**src/rtl/ex_muldiv.sv**
```systemverilog
// Iterative MIPS-style multiply/divide unit with architectural HI/LO.
// Radix-2 shift-add multiply and restoring divide over magnitudes, sign fixed at the end.
module ex_muldiv #(
    parameter int DATA_WIDTH = 32
) (
    input  logic                  i_clk,
    input  logic                  i_arst,
    input  logic                  i_start,
    input  logic [1:0]            i_op,
    input  logic [DATA_WIDTH-1:0] i_rs,
    input  logic [DATA_WIDTH-1:0] i_rt,
    input  logic                  i_mthi,
    input  logic                  i_mtlo,
    input  logic                  i_hilo_rd,
    input  logic                  i_kill,
    output logic                  o_busy,
    output logic                  o_stall,
    output logic                  o_done,
    output logic [DATA_WIDTH-1:0] o_hi,
    output logic [DATA_WIDTH-1:0] o_lo
);

    localparam int W = DATA_WIDTH;
    localparam logic [5:0] LAST = 6'(W - 1);

    typedef enum logic [1:0] {
        IDLE,
        MUL,
        DIV,
        FIX
    } state_t;

    state_t state;
    state_t state_nx;

    logic [5:0]   cnt;
    logic [W-1:0] opnd;
    logic [W-1:0] acc_hi;
    logic [W-1:0] acc_lo;
    logic         is_div;
    logic         neg_lo;
    logic         neg_hi;
    logic         div_zero;
    logic         go;
    logic         mv_ok;

    logic         signed_op;
    logic         rs_neg;
    logic         rt_neg;
    logic [W-1:0] rs_mag;
    logic [W-1:0] rt_mag;

    logic [W:0]     msum;
    logic [W:0]     dshift;
    logic [W:0]     dsub;
    logic [2*W-1:0] prod;
    logic [2*W-1:0] prod_fix;
    logic [W-1:0]   q_fix;
    logic [W-1:0]   r_fix;
    logic [W-1:0]   res_hi;
    logic [W-1:0]   res_lo;

    assign signed_op = ~i_op[0];
    assign rs_neg    = signed_op & i_rs[W-1];
    assign rt_neg    = signed_op & i_rt[W-1];
    assign rs_mag    = rs_neg ? -i_rs : i_rs;
    assign rt_mag    = rt_neg ? -i_rt : i_rt;

    assign msum   = {1'b0, acc_hi} + (acc_lo[0] ? {1'b0, opnd} : '0);
    assign dshift = {acc_hi, acc_lo[W-1]};
    assign dsub   = dshift - {1'b0, opnd};

    assign prod     = {acc_hi, acc_lo};
    assign prod_fix = neg_lo ? -prod : prod;
    assign q_fix    = div_zero ? '1 : (neg_lo ? -acc_lo : acc_lo);
    assign r_fix    = neg_hi ? -acc_hi : acc_hi;
    assign res_hi   = is_div ? r_fix : prod_fix[2*W-1:W];
    assign res_lo   = is_div ? q_fix : prod_fix[W-1:0];

    assign o_stall = o_busy & (i_hilo_rd | i_start);

    // State register.
    always_ff @(posedge i_clk or posedge i_arst) begin
        if (i_arst) state <= IDLE;
        else        state <= state_nx;
    end

    // Next state, busy flag, and IDLE-side accept decisions.
    always_comb begin
        state_nx = state;
        o_busy   = 1'b0;
        go       = 1'b0;
        mv_ok    = 1'b0;
        unique case (state)
            IDLE: begin
                if (i_start && !i_kill) begin
                    go       = 1'b1;
                    state_nx = i_op[1] ? DIV : MUL;
                end else if (!i_start && !i_kill) begin
                    mv_ok = 1'b1;
                end
            end
            MUL, DIV: begin
                o_busy = 1'b1;
                if (i_kill)          state_nx = IDLE;
                else if (cnt == LAST) state_nx = FIX;
            end
            FIX: begin
                o_busy   = 1'b1;
                state_nx = IDLE;
            end
            default: state_nx = IDLE;
        endcase
    end

    // Operand latch at start, then one shift-add or shift-subtract step per cycle.
    always_ff @(posedge i_clk or posedge i_arst) begin
        if (i_arst) begin
            cnt      <= '0;
            opnd     <= '0;
            acc_hi   <= '0;
            acc_lo   <= '0;
            is_div   <= 1'b0;
            neg_lo   <= 1'b0;
            neg_hi   <= 1'b0;
            div_zero <= 1'b0;
        end else if (go) begin
            cnt      <= '0;
            is_div   <= i_op[1];
            neg_lo   <= rs_neg ^ rt_neg;
            neg_hi   <= rs_neg;
            div_zero <= (i_rt == '0);
            acc_hi   <= '0;
            if (i_op[1]) begin
                opnd   <= rt_mag;
                acc_lo <= rs_mag;
            end else begin
                opnd   <= rs_mag;
                acc_lo <= rt_mag;
            end
        end else if (state == MUL) begin
            acc_hi <= msum[W:1];
            acc_lo <= {msum[0], acc_lo[W-1:1]};
            cnt    <= cnt + 6'd1;
        end else if (state == DIV) begin
            if (!dsub[W]) begin
                acc_hi <= dsub[W-1:0];
                acc_lo <= {acc_lo[W-2:0], 1'b1};
            end else begin
                acc_hi <= dshift[W-1:0];
                acc_lo <= {acc_lo[W-2:0], 1'b0};
            end
            cnt <= cnt + 6'd1;
        end
    end

    // Architectural HI/LO: written by a finished operation or an accepted move.
    always_ff @(posedge i_clk or posedge i_arst) begin
        if (i_arst) begin
            o_hi <= '0;
            o_lo <= '0;
        end else if (state == FIX && !i_kill) begin
            o_hi <= res_hi;
            o_lo <= res_lo;
        end else if (mv_ok) begin
            if (i_mthi) o_hi <= i_rs;
            if (i_mtlo) o_lo <= i_rs;
        end
    end

    // Completion pulse, one cycle after the HI/LO write.
    always_ff @(posedge i_clk or posedge i_arst) begin
        if (i_arst) o_done <= 1'b0;
        else        o_done <= (state == FIX) && !i_kill;
    end

endmodule
```
**config.mk**
```make
export PLATFORM = sky130hd
export DESIGN_NAME = ex_muldiv
export DESIGN_NICKNAME = d
export VERILOG_FILES = /design/src/rtl/ex_muldiv.sv
export SDC_FILE = /design/constraint.sdc
export NUM_CORES = 1
export LEC_CHECK = 0
export BUFFER_PORTS_ARGS = -buffer_cell sky130_fd_sc_hd__clkbuf_2
export CORE_MARGIN = 3
export CORE_UTILIZATION = 60
export DETAILED_ROUTE_END_ITERATION = 6
export PLACE_DENSITY = 0.8
export SYNTH_ARGS = -nofsm -noshare
export SYNTH_HDL_FRONTEND = slang
export SYNTH_SLANG_ARGS = --single-unit
```
**constraint.sdc**
```tcl
create_clock -name i_clk -period 12.1 [get_ports i_clk]
set_input_delay 2.42 -clock i_clk [delete_from_list [all_inputs] [get_ports i_clk]]
set_output_delay 2.42 -clock i_clk [all_outputs]
set_load 0.01 [all_outputs]
```
======== Yosys cells after proc, flatten, opt, wreduce, memory -nomap -nowiden ========
Index checks and enable logic that the tools add are counted.
storage, ports and cells
  register bits ........................... 173
  bits in latches ......................... 0
  RAM bits ................................ 0
  ROM bits ................................ 0
  input bits .............................. 73
  logic and storage cells ................. 87
  memories ................................ 0
operators by class
  add/subtract/negate cells ............... 8
  $mul .................................... 0
  divide/modulo/power cells ............... 0
  order comparisons ....................... 0
  equality and inequality tests ........... 6
  shift-type cells ........................ 0
  muxes and demuxes ....................... 39
  bitwise logic cells ..................... 6
  reductions and logical operators ........ 16
operators with widths
  cell                                                  number
  two-way mux 32 bit                                    23
  negation 32 bit                                       4
  two-way mux 64 bit                                    1
  negation 64 bit                                       1
  adder 32 x 32 -> 33 bit                               1
  subtractor 33 x 32 -> 33 bit                          1
  zero test 32 bit                                      1
  two-way mux 6 bit                                     3
  two-way mux 2 bit                                     4
  two-way mux 1 bit                                     7
  adder 6 x 1 -> 6 bit (second input constant)          1
  equality test 6 x 5 -> 1 bit (second input constant)  1
  one-hot mux 2 bit (3 select lines)                    1
  AND reduction 2 bit                                   3
  nonzero test 2 bit                                    3
  equality test 2 bit (second input constant)           2
  AND 1 bit                                             3
  logical AND 1 bit                                     3
  != test 3 bit (second input constant)                 1
  nonzero test 3 bit                                    1
  OR reduction 3 bit                                    1
  equality test 2 x 1 -> 1 bit (second input constant)  1
  zero test 1 bit                                       2
  zero test 2 bit                                       1
  5 further kinds                                       5

======== Depth between registers and ports, before layout ========
Gate-level depths: netlist of the first run.
  word-level depth ........................ 7
  gate-level depth with buffers ........... 14

======== Least setup slack after synthesis of the first run ========
Ideal clock, no wire load.
  path type ............................... input-to-output
  start point ............................. in i_start
  end point ............................... out o_stall
  data arrival time ....................... 2.604 ns
  required time ........................... 9.680 ns
  slack ................................... 7.076 ns
  cell stages on the path ................. 2
  path buffers ............................ 0
  cells stage by stage .................... nor2_1 -> nor2_1
between the ends
  longest elaborated chain between the ends .. 2
ends and longest elaborated chain
  item              line  text
  start, declared   8     input logic i_start,
  bitwise OR 1 bit  80    assign o_stall = o_busy & (i_hilo_rd | i_start);
  AND 1 bit         80
  end, declared     17    output logic o_stall,
Every way passes these cells.

======== Final worst setup path of the first run ========
Ends and elaborated chain as after synthesis.

==> results of run 1 <==
-- through the flow --
stage / power [mW] / setup WS (ps) / instance area, µm² / util (%)
finish: 4.989 / 6790 / 16480 / 67.36
global route: 5.364 / 6760 / 16480 / 67.36
CTS: 4.906 / 6795 / 16480 / 67.36
detailed placement: 4.305 / 6793 / 15850 / 64.81
global placement: 4.231 / 6800 / 15850 / 64.81
floorplan: 3.468 / 4992 / 15040 / -
-- flip-flops by register name, summed over array words and instances (netlist names) --
name / count
acc_hi: 32
div_zero: 1
neg_lo: 1
neg_hi: 1
state: 2
o_lo: 32
is_div: 1
cnt: 6
o_done: 1
opnd: 32
o_hi: 32
acc_lo: 32
-- worst register-to-register path: stages (launching register included) --
cell and delay [ps]:
dfrtp_1 520, inv_1 170, ha_1 260, fa_1 410
nand2b_1 200, a21oi_1 270, o21ai_0 270, o31ai_1 300
buf_4 190, a31oi_1 240, xnor2_1 230, buf_4 290
mux2_2 380, a222oi_1 340, nor2_1 70
-- report_power, final --
part / leakage (nW) / switching [mW] / internal (mW) / total [mW]
registers: 2.15 / 0.353 / 0.851 / 1.20
logic: 4.64 / 1.93 / 1.27 / 3.19
clock network: 0.296 / 0.291 / 0.300 / 0.590
-- cells by family (layout without fill, tap and decap cells) --
family / count (synthesis) / in the layout / share of synthesized area, %
multiplexers: 80 / 80 / 5.366
buffers and inverters: 184 / 253 / 4.701
AND/OR/NAND/NOR: 648 / 648 / 19.74
AO/OA/AOI/OAI: 582 / 582 / 25.00
flip-flops: 173 / 173 / 28.79
XOR/XNOR: 172 / 172 / 10.07
adder cells (fa/ha/maj): 75 / 75 / 6.340
-- area by class of cell --
type / instances / area, µm²
Inverter: 60 / 230.2
Multi-Input combinational cell: 1557 / 10030
Tap cell: 324 / 405.4
Clock inverter: 15 / 197.7
Clock buffer: 17 / 425.4
Timing Repair Buffer: 161 / 860.8
Sequential cell: 173 / 4329
Fill cell: 2052 / 7985
-- routing by layer --
metal,part of all wire [%],track usage [%]
met1,42,50.62
met2,45,55.90
met3,11,6.583
met4,2.9,11.11
met5,0,0
-- how the worst max path moves through the flow --
stage | to | slack (ps) | cells after the start
floorplan | acc_hi[0] | 4990 | 1
global placement | o_stall | 6800 | 4
detailed placement | o_stall | 6790 | 4
CTS | o_stall | 6790 | 4
global route | o_stall | 6760 | 4
finish | o_stall | 6790 | 4
-- layout by cell type, fill, tap and decap left out, types with 72 or more instances in the layout --
master,instances
mux2i_1,75
o21ai_0,142
dfrtp_1,173
xor2_1,92
xnor2_1,79
a21oi_1,155
clkbuf_2,139
nand2_1,271
ha_1,72
nor2_1,163
==> metrics.cfg, run 1 <==
[outcome]
status = complete, no violations

[timing]
max_freq_ghz = 0.1883
setup_viol = 0
grt_setup_unrepaired = false
finalHoldViolations = 0
tns_ps = 0
tightest_slew_ps = 1208
fin_crit_sh_pct = 43.88
timing.hold.ws_ps = 492.8
period_minus_slack_ps = 5310
fin_skew_ps = 19.44
slew_headroom_pct = 19.29
maxSlewViolCount = 0

[detailed_routing]
via_count = 15230
wl_per_cell_um = 21.25
drc_errors = 0
antenna_left = 0
drt-total-wl_um = 49020
firstDrtPassIters = 7
avgViaCountPerCell = 6.602
drtIter0Drc = 2008

[worst_setup_path]
crit_fanout = 5
rr_worst_depth = 14
timing.rr.start = acc_lo[31]
reg2reg_slack_ps = 7850
r2r_end = acc_hi[9]
required_ps = 9680
crit_arrival_ps = 2890
critical_path_class = primary input to output pin
max_stage_delay_ps = 170
end_kind = output pin
path_buf_inv = 2
start_kind = primary input
path_cells = clkbuf_2, nor2_1, nor2_1, clkbuf_2
crit_family = buffers and inverters
crit_start = i_start
critPathSlowestCell = clkbuf_2

[floorplan]
fp.coreArea_mm2 = 0.02446
die_h_um = 164.3
io_pins = 140
fp-row-count = 57
start_util_pct = 61.48
die_x_um = 164.3
dieArea_mm2 = 0.02700

[clocking]
clock_sinks = 173
clockBufferDepth = 2
cts_hold_buf = 0
cts_tree = built
cts_root_buffer = clkbuf_16
cts_resized = 0
cts.reportedPaths.clkPinSlew_ps = 80
cts_max_level = 4
insertion_delay_ps = 460
numCtsBuffers = 17
cts_setup_buffers = 0

[hold_path]
hp-start = opnd[3]
whs_endpoint = opnd[3]
hp-class = flip-flop to flip-flop
min_path_cells = 2

[placed_design]
io_buffer_count = 139
hpwl_um = 35820
placed_cells = 2275
gp_congestion = 0.9897

[yosys]
ys_warn_count = 0
avgSynthCellArea_um2 = 7.857
synth_top_area_share_pct = 28.79
yosysTopAreaCell = dfrtp_1
synthTopCellsByArea = dfrtp_1, nand2_1, ha_1, xor2_1, a21oi_1
synthCells = 1914
ys_types = 78
synth_fp_nets = 2062
synth.most_common_cell = nand2_1
synth_edf_count = 0
ys_seq_area_share_pct = 28.79
netlist_area_mm2 = 0.01504
synth_seq_cells = 173
synth_commonest_cells = nand2_1, dfrtp_1, nor2_1
async_flop_share_pct = 100.0
ys.flop_type = dfrtp_1

[grt]
grt_first_pass_wirelength_um = 76000
grt_pass1_vias = 13878
grt_usage_pct = 35.85
grt_overflow = 0
antenna_found_initial = 0
grt_start_max_net_pins = 107

[cells_and_area]
fin_nets = 2118
area_growth_syn_to_layout_pct = 9.568
instances_no_fill = 2307
diodes = 0
drive_gt1_share_pct = 11.20

[job]
maxCapViolCount = 0

[pwr]
power_density_mw_per_mm2 = 302.8
ir_worst_vdd_v = 0.0001724
leakagePower_nw = 7.083

No activity file was read; power rests on OpenSTA's default activity.
==> inputs of run 2 (changes only) <==
- CORE_UTILIZATION: 60 -> 56
- PLACE_DENSITY: 0.8 -> 0.79
- clock period: 12.1 -> 4.47 ns (I/O delays scaled with it)
==> run 2 against run 1 <==
Sequential share of layout area shrank 0.16 points. Largest cell class unchanged. Clock skew decreased by 4.9 ps. Non-clock buffer count up 13. Power rose to 2.7 times the previous value. Setup slack got worse by 6200 ps. Wire length is 3.4% higher. Via count rose by 0.83%. Sequential cell count stayed put. Largest power group unchanged.
==> metrics.cfg, run 2 (synthesis results as in run 1) <==
[floorplan]
fp-row-count = 59  ; was 57
start_util_pct = 57.38  ; was 61.48%
dieArea_mm2 = 0.02886  ; was 0.02700 mm²
die_x_um = 169.9  ; was 164.3 µm
fp.coreArea_mm2 = 0.02621  ; was 0.02446 mm²
io_pins = 140  ; unchanged
die_h_um = 169.9  ; was 164.3 µm

[worst_setup_path]
crit_arrival_ps = 4120  ; was 2890 ps
crit_start = acc_hi[0]  ; was i_start
end_kind = flip-flop  ; was output pin
crit_fanout = 34  ; was 5
start_kind = flip-flop  ; was primary input
timing.rr.start = acc_hi[0]  ; was acc_lo[31]
critical_path_class = flip-flop to flip-flop  ; was primary input to output pin
required_ps = 4750  ; was 9680 ps

[pwr]
leakagePower_nw = 7.148  ; was 7.083 nW
power_density_mw_per_mm2 = 825.9  ; was 302.8 mW/mm²
power_frac_clock_pct = 11.4  ; was 11.8%
pwr-share-comb_pct = 65.2  ; was 64.0%
switching_share_pct = 51.23  ; was 51.53%
switching_power_mw = 7.013  ; was 2.571 mW
ir_worst_vdd_v = 0.0005066  ; was 0.0001724 V
p_int_mw = 6.677  ; was 2.418 mW
seqPwrFrac_pct = 23.4  ; was 24.1%

[timing]
worst_slack_ps = 628.9  ; was 6790 ps
period_minus_slack_ps = 3841
setup_viol = 0  ; unchanged
maxSlewViolCount = 0  ; unchanged
tightest_slew_ps = 1072  ; was 1208 ps
fin_skew_ps = 14.51  ; was 19.44 ps
fin_crit_sh_pct = 85.93
tns_ps = 0  ; unchanged
slew_headroom_pct = 28.35  ; was 19.29%
finalHoldViolations = 0  ; unchanged
max_freq_ghz = 0.2603
grt_setup_unrepaired = false  ; unchanged

[cells_and_area]
drive_gt1_share_pct = 11.67  ; was 11.20%
area_growth_syn_to_layout_pct = 10.23  ; was 9.568%
final_common_cell = nand2_1  ; unchanged
diodes = 0  ; unchanged
layout_common_cells = nand2_1, dfrtp_1, nor2_1, a21oi_1, o21ai_0  ; unchanged
fin_nets = 2131  ; was 2118

[placed_design]
gp_congestion = 0.9422  ; was 0.9897
io_buffer_count = 139  ; unchanged
dp_slack_ps = 688.4  ; was 6793 ps
hpwl_um = 38250  ; was 35820 µm

[clocking]
cts_hold_buf = 0  ; unchanged
cts_tree = built  ; unchanged
insertion_delay_ps = 440  ; was 460 ps
cts_root_buffer = clkbuf_16  ; unchanged
clockBufferDepth = 2  ; unchanged
cts_resized = 0  ; unchanged
clock_sinks = 173  ; unchanged
cts_max_level = 4  ; unchanged
cts_setup_buffers = 0  ; unchanged
numCtsBuffers = 17  ; unchanged
cts.reportedPaths.clkPinSlew_ps = 80  ; about the same

[detailed_routing]
drc_errors = 0  ; unchanged
antenna_left = 0  ; unchanged
avgViaCountPerCell = 6.588  ; was 6.602
wl_per_cell_um = 21.74  ; was 21.25 µm
firstDrtPassIters = 6  ; was 7
via_count = 15357  ; was 15230
drt-total-wl_um = 50670  ; was 49020 µm
drtIter0Drc = 1743  ; was 2008

[hold_path]
hp-start = opnd[3]  ; unchanged
hp-class = flip-flop to flip-flop  ; unchanged

[job]
maxCapViolCount = 0  ; unchanged

[outcome]
status = complete, no violations  ; unchanged

[grt]
grt_start_max_net_pins = 174  ; was 107
antenna_found_initial = 0  ; unchanged
grt_pass1_vias = 14253  ; was 13878
grt_overflow = 0  ; unchanged
grt_first_pass_wirelength_um = 78470  ; was 76000 µm
grt_usage_pct = 34.38  ; was 35.85%

run 2: changes by cell type in the layout (fill, tap and decap cells not counted), moves of 2 or more:
cell      before  now
buf_12         0    2
inv_6          3    6
buf_4         22   33
clkinv_8       5    0
run 2: cell type report:
| type | instances | area, µm² |
|---|---|---|
| Clock buffer | 18 | 429.2 |
| Clock inverter | 14 | 171.4 |
| Fill cell | 2282 | 9630 |
| Inverter | 60 | 229.0 |
| Multi-Input combinational cell | 1557 | 10010 |
| Sequential cell | 173 | 4329 |
| Tap cell | 335 | 419.2 |
| Timing Repair Buffer | 174 | 983.4 |
run 2: path summary, 6_finish.rpt:
kind                               to  slack [ps]  cells after the start
min in group asynchronous     o_lo[2]         640                      3
max reg2reg                acc_hi[16]         630                     13
min reg2reg                   opnd[3]         490                      2
max in group asynchronous  acc_hi[15]        2960                      3
max                        acc_hi[16]         630                     13
min                           opnd[3]         490                      2
run 2: metal layers:
layer	part of all wire [%]	routed length (µm)	GRT usage [%]
met1	42	21210	47.80
met2	45	22870	54.26
met3	9.3	4712	5.389
met4	3.7	1881	13.09
met5	0	0	0
run 2: metrics by stage:
step                      util (%)  std cells  hold slack (ps)  area, µm²  total power [mW]
final                        63.25       2331            489.9      16580             13.69
after global routing         63.25       2331            516.8      16580             14.67
after CTS                    63.25       2331            490.9      16580             13.47
after detailed placement     60.96       2299            474.5      15980             11.89
after global placement       60.96       2299            466.7      15980             11.73
after floorplan                  -       1914            443.6      15040             9.387
run 2: power groups by stage:
stage / logic, mW / registers [mW] / clock network [mW]
after global routing: 9.75 / 3.28 / 1.64
after detailed placement: 8.70 / 3.19 / 0
after global placement: 8.57 / 3.16 / 0
after floorplan: 6.41 / 2.98 / 0
final: 8.92 / 3.20 / 1.57
after CTS: 8.75 / 3.16 / 1.56
run 2: worst max-delay path, stage by stage (launching register included):
cell and delay, ps:
dfrtp_1 510, inv_1 170, fa_1 430, nand2b_1 200, a21oi_1 240, o21ai_0 200, o31ai_1 280, buf_4 180
a31oi_1 160, xor2_2 590, buf_12 270, nor2_1 70, a211oi_1 230, o32ai_1 120
